--- src/rtl/pipeline_trace_buffer_if.sv ---
// Trace buffer bus: channel sample inputs and the valid/ready readout port.
// The trace block takes the slave side; the sampling pipeline and the drain consumer
// take the master side.
interface pipeline_trace_buffer_if #(
  parameter int unsigned CHANNELS    = 4,
  parameter int unsigned CH_WIDTH    = 32,
  parameter int unsigned CYCLE_WIDTH = 16
);
  logic [CHANNELS*CH_WIDTH-1:0] ch_data;
  logic [CHANNELS-1:0]          ch_valid;
  logic                         rd_ready;
  logic                         rd_valid;
  logic [CHANNELS*CH_WIDTH-1:0] rd_data;
  logic [CHANNELS-1:0]          rd_chv;
  logic [CYCLE_WIDTH-1:0]       rd_cycle;

  modport master (
    output ch_data, ch_valid, rd_ready,
    input  rd_valid, rd_data, rd_chv, rd_cycle
  );

  modport slave (
    input  ch_data, ch_valid, rd_ready,
    output rd_valid, rd_data, rd_chv, rd_cycle
  );
endinterface

--- src/rtl/pipeline_trace_buffer.sv ---
// Pipeline trace buffer: snapshots CHANNELS pipeline-register words per cycle into a
// circular buffer tagged with a free-running cycle number, stops on request or at a
// programmed cycle, then drains oldest-first over valid/ready.
// Optional macro TRACE_CHANGE_ONLY_EN: only write samples that differ from the last
// written snapshot (change-only logging).
module pipeline_trace_buffer #(
  parameter int unsigned CHANNELS    = 4,
  parameter int unsigned CH_WIDTH    = 32,
  parameter int unsigned DEPTH       = 16,
  parameter int unsigned CYCLE_WIDTH = 16
) (
  input  logic                    clk_i,
  input  logic                    reset_i,
  pipeline_trace_buffer_if.slave  trace_if,
  input  logic                    arm_i,
  input  logic                    stop_req_i,
  input  logic [CYCLE_WIDTH-1:0]  stop_cycle_i,
  output logic [CYCLE_WIDTH-1:0]  cycle_count_o,
  output logic [1:0]              state_o,
  output logic                    overflow_o,
  output logic                    done_o
);

  localparam int unsigned DataW  = CHANNELS * CH_WIDTH;
  localparam int unsigned SampW  = CHANNELS + DataW;
  localparam int unsigned EntryW = CYCLE_WIDTH + SampW;
  localparam int unsigned PtrW   = $clog2(DEPTH);
  localparam int unsigned CntW   = PtrW + 1;

  typedef enum logic [1:0] {
    StIdle    = 2'b00,
    StCapture = 2'b01,
    StReadout = 2'b10,
    StDone    = 2'b11
  } state_e;

  state_e                 state_q;
  logic [CYCLE_WIDTH-1:0] cycle_q;
  logic [PtrW-1:0]        wr_ptr_q, rd_ptr_q;
  logic [CntW-1:0]        count_q;
  logic                   overflow_q, done_q;
  logic [EntryW-1:0]      mem_q [DEPTH];

  logic              full, hit_stop, wr_en, rd_valid, xfer, arm_ok;
  logic [SampW-1:0]  sample;
  logic [CntW-1:0]   cnt_after_wr;
  logic [EntryW-1:0] rd_entry;

`ifdef TRACE_CHANGE_ONLY_EN
  logic [SampW-1:0] shadow_q;
  logic             shadow_vld_q;
`endif

  // Capture/readout decode and combinational read port
  always_comb begin
    arm_ok   = ((state_q == StIdle) || (state_q == StDone)) && arm_i;
    full     = (count_q == CntW'(DEPTH));
    hit_stop = stop_req_i || ((stop_cycle_i != '0) && (cycle_q == stop_cycle_i));
    sample   = {trace_if.ch_valid, trace_if.ch_data};
    wr_en    = (state_q == StCapture) && (|trace_if.ch_valid);
`ifdef TRACE_CHANGE_ONLY_EN
    // First valid sample after arm always lands; later ones only when something changed
    wr_en    = wr_en && (!shadow_vld_q || (sample != shadow_q));
`endif
    cnt_after_wr = (wr_en && !full) ? count_q + CntW'(1) : count_q;
    rd_valid = (state_q == StReadout) && (count_q != '0);
    xfer     = rd_valid && trace_if.rd_ready;
    rd_entry = mem_q[rd_ptr_q];
    // Gate with rd_valid so the un-reset RAM never leaks onto the port
    trace_if.rd_valid = rd_valid;
    trace_if.rd_data  = rd_valid ? rd_entry[DataW-1:0] : '0;
    trace_if.rd_chv   = rd_valid ? rd_entry[DataW +: CHANNELS] : '0;
    trace_if.rd_cycle = rd_valid ? rd_entry[SampW +: CYCLE_WIDTH] : '0;
  end

  // Buffer RAM write; contents are deliberately not reset
  always_ff @(posedge clk_i) begin
    if (!reset_i && wr_en) begin
      mem_q[wr_ptr_q] <= {cycle_q, sample};
    end
  end

`ifdef TRACE_CHANGE_ONLY_EN
  // Shadow of the last written snapshot for change detection
  always_ff @(posedge clk_i) begin
    if (reset_i || arm_ok) begin
      shadow_q     <= '0;
      shadow_vld_q <= 1'b0;
    end else if (wr_en) begin
      shadow_q     <= sample;
      shadow_vld_q <= 1'b1;
    end
  end
`endif

  // Control FSM with pointers, occupancy, cycle counter and registered status
  always_ff @(posedge clk_i) begin
    if (reset_i) begin
      state_q    <= StIdle;
      cycle_q    <= '0;
      wr_ptr_q   <= '0;
      rd_ptr_q   <= '0;
      count_q    <= '0;
      overflow_q <= 1'b0;
      done_q     <= 1'b0;
    end else begin
      cycle_q <= cycle_q + CYCLE_WIDTH'(1);
      case (state_q)
        StIdle, StDone: begin
          if (arm_ok) begin
            state_q    <= StCapture;
            wr_ptr_q   <= '0;
            rd_ptr_q   <= '0;
            count_q    <= '0;
            overflow_q <= 1'b0;
            done_q     <= 1'b0;
          end
        end
        StCapture: begin
          if (wr_en) begin
            wr_ptr_q <= wr_ptr_q + PtrW'(1);
            // Full: the new entry overwrites the oldest, so the read side moves too
            if (full) begin
              rd_ptr_q   <= rd_ptr_q + PtrW'(1);
              overflow_q <= 1'b1;
            end
          end
          count_q <= cnt_after_wr;
          if (hit_stop) begin
            if (cnt_after_wr != '0) begin
              state_q <= StReadout;
            end else begin
              state_q <= StDone;
              done_q  <= 1'b1;
            end
          end
        end
        StReadout: begin
          if (xfer) begin
            rd_ptr_q <= rd_ptr_q + PtrW'(1);
            count_q  <= count_q - CntW'(1);
            if (count_q == CntW'(1)) begin
              state_q <= StDone;
              done_q  <= 1'b1;
            end
          end
        end
        default: state_q <= StIdle;
      endcase
    end
  end

  assign cycle_count_o = cycle_q;
  assign state_o       = state_q;
  assign overflow_o    = overflow_q;
  assign done_o        = done_q;

endmodule

--- src/flat_wrapper.sv ---
// flat-port wrapper written by rule: the top's interface ports become plain ports
module pipeline_trace_buffer_flat 
#(
  parameter int unsigned CHANNELS    = 4,
  parameter int unsigned CH_WIDTH    = 32,
  parameter int unsigned DEPTH       = 16,
  parameter int unsigned CYCLE_WIDTH = 16
)
  (clk_i, reset_i, arm_i, stop_req_i, stop_cycle_i, cycle_count_o, state_o, overflow_o, done_o, trace_if_ch_data, trace_if_ch_valid, trace_if_rd_ready, trace_if_rd_valid, trace_if_rd_data, trace_if_rd_chv, trace_if_rd_cycle);
  pipeline_trace_buffer_if #(.CHANNELS(CHANNELS), .CH_WIDTH(CH_WIDTH), .CYCLE_WIDTH(CYCLE_WIDTH)) trace_if_i ();
  input  logic clk_i;
  input  logic reset_i;
  input  logic arm_i;
  input  logic stop_req_i;
  input  logic [CYCLE_WIDTH-1:0] stop_cycle_i;
  output logic [CYCLE_WIDTH-1:0] cycle_count_o;
  output logic [1:0] state_o;
  output logic overflow_o;
  output logic done_o;
  input wire logic [$bits(trace_if_i.ch_data)-1:0] trace_if_ch_data;
  input wire logic [$bits(trace_if_i.ch_valid)-1:0] trace_if_ch_valid;
  input wire logic [$bits(trace_if_i.rd_ready)-1:0] trace_if_rd_ready;
  output wire logic [$bits(trace_if_i.rd_valid)-1:0] trace_if_rd_valid;
  output wire logic [$bits(trace_if_i.rd_data)-1:0] trace_if_rd_data;
  output wire logic [$bits(trace_if_i.rd_chv)-1:0] trace_if_rd_chv;
  output wire logic [$bits(trace_if_i.rd_cycle)-1:0] trace_if_rd_cycle;
  assign trace_if_i.ch_data = trace_if_ch_data;
  assign trace_if_i.ch_valid = trace_if_ch_valid;
  assign trace_if_i.rd_ready = trace_if_rd_ready;
  assign trace_if_rd_valid = trace_if_i.rd_valid;
  assign trace_if_rd_data = trace_if_i.rd_data;
  assign trace_if_rd_chv = trace_if_i.rd_chv;
  assign trace_if_rd_cycle = trace_if_i.rd_cycle;
  pipeline_trace_buffer #(.CHANNELS(CHANNELS), .CH_WIDTH(CH_WIDTH), .DEPTH(DEPTH), .CYCLE_WIDTH(CYCLE_WIDTH)) u_core (.clk_i(clk_i), .reset_i(reset_i), .trace_if(trace_if_i), .arm_i(arm_i), .stop_req_i(stop_req_i), .stop_cycle_i(stop_cycle_i), .cycle_count_o(cycle_count_o), .state_o(state_o), .overflow_o(overflow_o), .done_o(done_o));
endmodule
--- config.mk ---
export PLATFORM = sky130hd
export DESIGN_NAME = pipeline_trace_buffer_flat
export DESIGN_NICKNAME = d
export VERILOG_FILES = /design/src/rtl/pipeline_trace_buffer_if.sv /design/src/rtl/pipeline_trace_buffer.sv /design/src/flat_wrapper.sv
export SDC_FILE = /design/constraint.sdc
export NUM_CORES = 2
export LEC_CHECK = 0
export ABC_AREA = 1
export BUFFER_PORTS_ARGS = -buffer_cell sky130_fd_sc_hd__buf_2
export CAP_MARGIN = 0
export CORE_MARGIN = 4
export CORE_UTILIZATION = 62
export CTS_CLUSTER_SIZE = 25
export DETAILED_ROUTE_END_ITERATION = 7
export GPL_ROUTABILITY_DRIVEN = 0
export HOLD_SLACK_MARGIN = 0.12
export MAX_ROUTING_LAYER = met4
export PLACE_DENSITY_LB_ADDON = 0.1
export SLEW_MARGIN = 25
export SYNTH_ARGS = -nofsm -noshare
export SYNTH_HDL_FRONTEND = slang
export SYNTH_SLANG_ARGS = --single-unit
--- constraint.sdc ---
create_clock -name clk_i -period 11.34 [get_ports clk_i]
set_input_delay 2.835 -clock clk_i [delete_from_list [all_inputs] [get_ports clk_i]]
set_output_delay 2.835 -clock clk_i [all_outputs]
set_load 0.02 [all_outputs]
### Word level (Yosys, flattened, before mapping)

Memory sizes are Yosys's and may differ from the RTL's. A register that Yosys moved wholly into a read port is not among the register bits.
Index checks and enable logic that the tools add are counted.

| storage, ports and cells | value |
|---|---|
| flip-flop bits (word level) | 33 |
| bits in writable memories | 2368 |
| input bits | 153 |
| logic and storage cells | 83 |
| memories | 1 |

| operators by class | value |
|---|---|
| $add $sub $neg | 5 |
| equality and inequality tests | 13 |
| mux-type cells | 33 |
| reduce and logical (&&, ||, !) cells | 24 |

Memory list:

| name | words | width | read ports | clocked after memory_dff | write ports | RTL line | source |
|---|---|---|---|---|---|---|---|
| u_core.mem_q | 16 | 148 | 1 | 1 | 1 | pipeline_trace_buffer.sv:42 | `logic [EntryW-1:0] mem_q [DEPTH];` |

Operators by type and width:

| kind | count |
|---|---|
| 2-to-1 mux 128 bit | 1 |
| 2-to-1 mux 4 bit | 8 |
| adder 16 x 1 -> 16 bit, second input constant | 1 |
| == test 16 bit | 1 |
| 2-to-1 mux 16 bit | 1 |
| nonzero test 16 bit | 1 |
| 2-to-1 mux 5 bit | 3 |
| one-hot mux 5 bit (3 select lines) | 1 |
| one-hot mux 4 bit (3 select lines) | 1 |
| AND reduction 4 bit | 3 |
| 2-to-1 mux 1 bit | 10 |
| != test 2 x 1 -> 1 bit, second input constant | 5 |
| nonzero test 5 bit | 2 |
| adder 4 x 1 -> 4 bit, second input constant | 2 |
| 2-to-1 mux 2 bit | 4 |
| one-hot mux 4 bit (2 select lines) | 1 |
| logical AND 1 bit | 7 |
| one-hot mux 2 bit (3 select lines) | 1 |
| adder 5 x 1 -> 5 bit, second input constant | 1 |
| == test 5 x 1 -> 1 bit, second input constant | 1 |
| == test 5 bit, second input constant | 1 |
| AND reduction 5 bit | 1 |
| subtractor 5 x 1 -> 5 bit, second input constant | 1 |
| == test 2 bit, second input constant | 2 |
| 12 further kinds | 15 |

### Depth between registers and ports, before layout

| logic depth | value |
|---|---|
| depth in word-level cells | 8 |
| depth in mapped cells | 14 |
| mapped depth without buffers | 14 |

### Least setup slack after synthesis

No wires, ideal clock.

| path | value |
|---|---|
| path type | input-to-reg |
| from | in trace_if_ch_valid[1] |
| to | mem u_core.mem_q[0][0] (netlist name) (enable) |
| library setup time | 0.658 ns |
| arrival time | 9.504 ns |
| slack | 1.179 ns |
| cell stages on the path | 6 |
| path through | nor2_1 nand2_1 nand2_1 nor2_1 nand2_1 nor2_1 |

| on the way | value |
|---|---|
| cells in the longest elaborated chain, start to end | 5 |

RTL lines:

| item | RTL line | source |
|---|---|---|
| start: declaration | flat_wrapper.sv:21 | `input wire logic [$bits(trace_if_i.ch_valid)-1:0] trace_if_ch_valid;` |
| OR reduction 4 bit | pipeline_trace_buffer.sv:60 | `wr_en = (state_q == StCapture) && (\|trace_if.ch_valid);` |
| logical AND 1 bit | pipeline_trace_buffer.sv:60 |  |
| logical AND 1 bit | pipeline_trace_buffer.sv:78 | `if (!reset_i && wr_en) begin` |
| 2-to-1 mux 1 bit | pipeline_trace_buffer.sv:78 |  |
| 2-to-1 mux 1 bit (implied by the code) | pipeline_trace_buffer.sv:79 | `mem_q[wr_ptr_q] <= {cycle_q, sample};` |
| end: declaration | pipeline_trace_buffer.sv:42 |  |

No other way between the ends.

==> flow_metrics.env <==
export IMPL_final_hold_viol_count=0
export IMPL_hpwl_um=108900
export IMPL_hold_class="reg2reg"
export IMPL_critPathMaxFanout=84
export IMPL_grt_pass1_vias=56900
export IMPL_reg2reg_from="u_core.state_o[0]"
export IMPL_insertion_delay_ns=0.85
export IMPL_slew_violations=0
export IMPL_clock_tree_htree_level_count=4
export IMPL_cts_tree="yes"
export IMPL_fmax_mhz=129.0
export IMPL_first_iter_violations=7222
export IMPL_status="completed"
export IMPL_hp_start="u_core.overflow_o"
export IMPL_cp_end_kind="output port"
export IMPL_ys_types=34
export IMPL_syn_avg_cell_area_um2=14.03
export IMPL_whs_ns=0.4761
export IMPL_antenna_found_initial=43
export IMPL_vias=59150
export IMPL_vdd_drop_max_mv=0.1858
export IMPL_drv_cap=0
export IMPL_r2r_cells=7
export IMPL_post_route_period_util_pct=68.34
export IMPL_firstDrtPassIters=5
export IMPL_criticalPathCategory="reg2out"
export IMPL_tightest_slew_ns=1.144
export IMPL_ys_ff_latch=2405
export IMPL_initial_utilization_pct=62.51
export IMPL_track_usage_pct=31.13
export IMPL_grt_pass1_wl_um=357800
export IMPL_die_area_um2=157500
export IMPL_clock_sinks=2405
export IMPL_fin_nets=6962
export IMPL_hold_depth=2
export IMPL_dieHeight_um=396.8
export IMPL_yosys_warnings=0
export IMPL_rows=142
export IMPL_slew_headroom_pct=23.72
export IMPL_setup_tns_ns=0
export IMPL_grt_max_degree=281
export IMPL_placed_area_um2=96500
export IMPL_fp_coreArea_um2=150000
export IMPL_rsz0062_at_grt="false"
export IMPL_post_cts_setup_buffers=0
export IMPL_final_area_um2=103800
export IMPL_drive_gt1_share_pct=10.68
export IMPL_ctsHoldBuffers=0
export IMPL_post_route_worst_setup_slack_ns=3.591
export IMPL_pin_count=322
export IMPL_syn_num_nets=6844
export IMPL_start_kind="flop"
export IMPL_synth_area_um2=93730
export IMPL_power_per_cell_area_nw_per_um2=194.9
export IMPL_drc_errors=0
export IMPL_cp_arrival_ns=4.91
export IMPL_antenna_left=0
export IMPL_cts_repair_resized=0
export IMPL_netlist_instances=6679
export IMPL_dp_slack_ns=4.564
export IMPL_numCtsBuffers=229
export IMPL_cts_root_buf="clkbuf_16"
export IMPL_wl_per_cell_um=26.80
export IMPL_hold_end="u_core.overflow_o"
export IMPL_r2r_slack_ns=7.42
export IMPL_skew_ns=0.02276
export IMPL_synth_seq_area_share_pct=76.65
export IMPL_grt_overflow=0
export IMPL_finalSetupViolCount=0
export IMPL_clk_pin_slew_ns=0.06
export IMPL_worstPathRequired_ns=8.51
export IMPL_p_leak_uw=0.03333
export IMPL_r2r_end="u_core.mem_q[9][68]"
export IMPL_fin_crit_ns=7.749
export IMPL_die_w_um=396.8
export IMPL_clockBufferDepth=3
export IMPL_syn_to_final_growth_pct=10.79
export IMPL_nFillCells=10230
export IMPL_total_power_uw=20240
export IMPL_totalWireLength_um=242300
export IMPL_io_buffers=321
export IMPL_avgViaCountPerCell=6.542
==> cell families after synthesis <==
group | Yosys count | share of synthesized area [%]
flip-flops | 2405 | 76.65
AO/OA/AOI/OAI | 2130 | 13.77
AND/OR/NAND/NOR | 1535 | 6.405
buffers and inverters | 588 | 2.930
adder cells (fa/ha/maj) | 12 | 0.1602
XOR/XNOR | 9 | 0.08410
==> cells in the mapped netlist <==
master	n	area, um2
edfxtp_1	2368	71110
nor2_1	1243	4666
o21ai_0	1157	5791
o221ai_1	437	3827
clkbuf_1	327	1227
a21oi_1	173	865.8
nand3_1	158	790.8
o22ai_1	157	982.2
o211ai_1	155	1164
nand2_1	117	439.2
buf_4	80	600.6
buf_2	76	380.4
inv_1	70	262.8
o21ai_1	43	215.2
dfxtp_1	37	740.7
buf_6	19	214.0
buf_1	13	48.80
ha_1	12	150.1
nand4_1	6	37.54
xor2_1	6	52.55
nor3_1	5	25.02
a211oi_1	3	22.52
xnor2_1	3	26.28
a31oi_1	2	12.51
nor3b_1	2	15.01
nor4_1	2	12.51
clkinv_1	1	3.750
clkinv_2	1	5.000
inv_2	1	3.750
nor2_4	1	11.26
o21a_1	1	7.510
o21ai_2	1	8.760
o32ai_1	1	8.760
or2_2	1	6.260
==> how the worst max path moves through the flow <==
stage                                    start                     to  slack (ns)  depth (start not counted)
after floorplan           trace_if_ch_valid[1]     u_core.mem_q[0][0]        1.18                          6
after global placement                    flop   trace_if_rd_cycle[2]        4.54                          7
after detailed placement                  flop  trace_if_rd_data[125]        4.56                          7
after CTS                                 flop   trace_if_rd_cycle[2]        3.61                          7
after global routing                      flop  trace_if_rd_data[126]        3.38                          7
final                                     flop  trace_if_rd_data[126]        3.59                          7
==> registers in the layout, summed over array words and instances (netlist names), named ones only <==
signal                cells
u_core.mem_q           2368
u_core.cycle_count_o     16
u_core.count_q            5
u_core.rd_ptr_q           4
u_core.wr_ptr_q           4
u_core.state_o            2
u_core.done_o             1
u_core.overflow_o         1
==> per-layer routing <==
metal	vias to the layer above	global-route usage (%)	share of wire [%]
li1	25940	-	-
met4	0	9.258	2.8
met3	445	4.754	9.0
met2	3046	48.83	48
met1	29710	43.03	40
met5	-	-	0
==> placed cells by master, fill, tap and decap left out, types with 33 or more instances in the layout <==
cell type     n
clkbuf_1     58
o21ai_0    1157
clkbuf_16   234
edfxtp_1   2368
o22ai_1     157
clkinv_1     49
inv_1        68
nand2_1     116
diode_2      37
nand3_1     158
nor2_1     1227
a21oi_1     173
buf_2       321
o21ai_1      43
clkinv_2     40
buf_4        53
o221ai_1    437
dfxtp_1      33
o211ai_1    155
==> critical path, stage by stage (launching register included) <==
cell	delay [ns]
dfxtp_4	0.92
buf_4	0.81
buf_4	0.84
o21ai_0	0.26
o221ai_1	0.27
nand3_1	0.13
a21oi_1	0.47
buf_2	0.26
==> where the power goes <==
group | total (uW) | internal, uW | leakage, uW | switching (uW)
Clock | 7320 | 4160 | 0.00351 | 3170
Combinational | 2900 | 801 | 0.00800 | 2100
Sequential | 10000 | 9940 | 0.0218 | 79.8
==> layout make-up <==
| cell class | count | area, um2 | area share (%) |
|---|---|---|---|
| timing repair buffer | 402 | 2587 | 2.492 |
| tap | 2016 | 2522 | 2.429 |
| clock buffer | 300 | 6183 | 5.955 |
| inverter | 73 | 312.8 | 0.3012 |
| antenna | 37 | 92.59 | 0.08916 |
| sequential | 2405 | 71860 | 69.20 |
| clock inverter | 122 | 1016 | 0.9784 |
| multi-input combinational | 3686 | 19260 | 18.55 |
==> through the flow <==
step	util, %	std cells
global route	69.22	9024
global placement	64.32	8578
finish	69.25	9041
floorplan	-	6679
CTS	69.15	9002
detailed placement	64.35	8580
(Power assumes the default switching activity.)
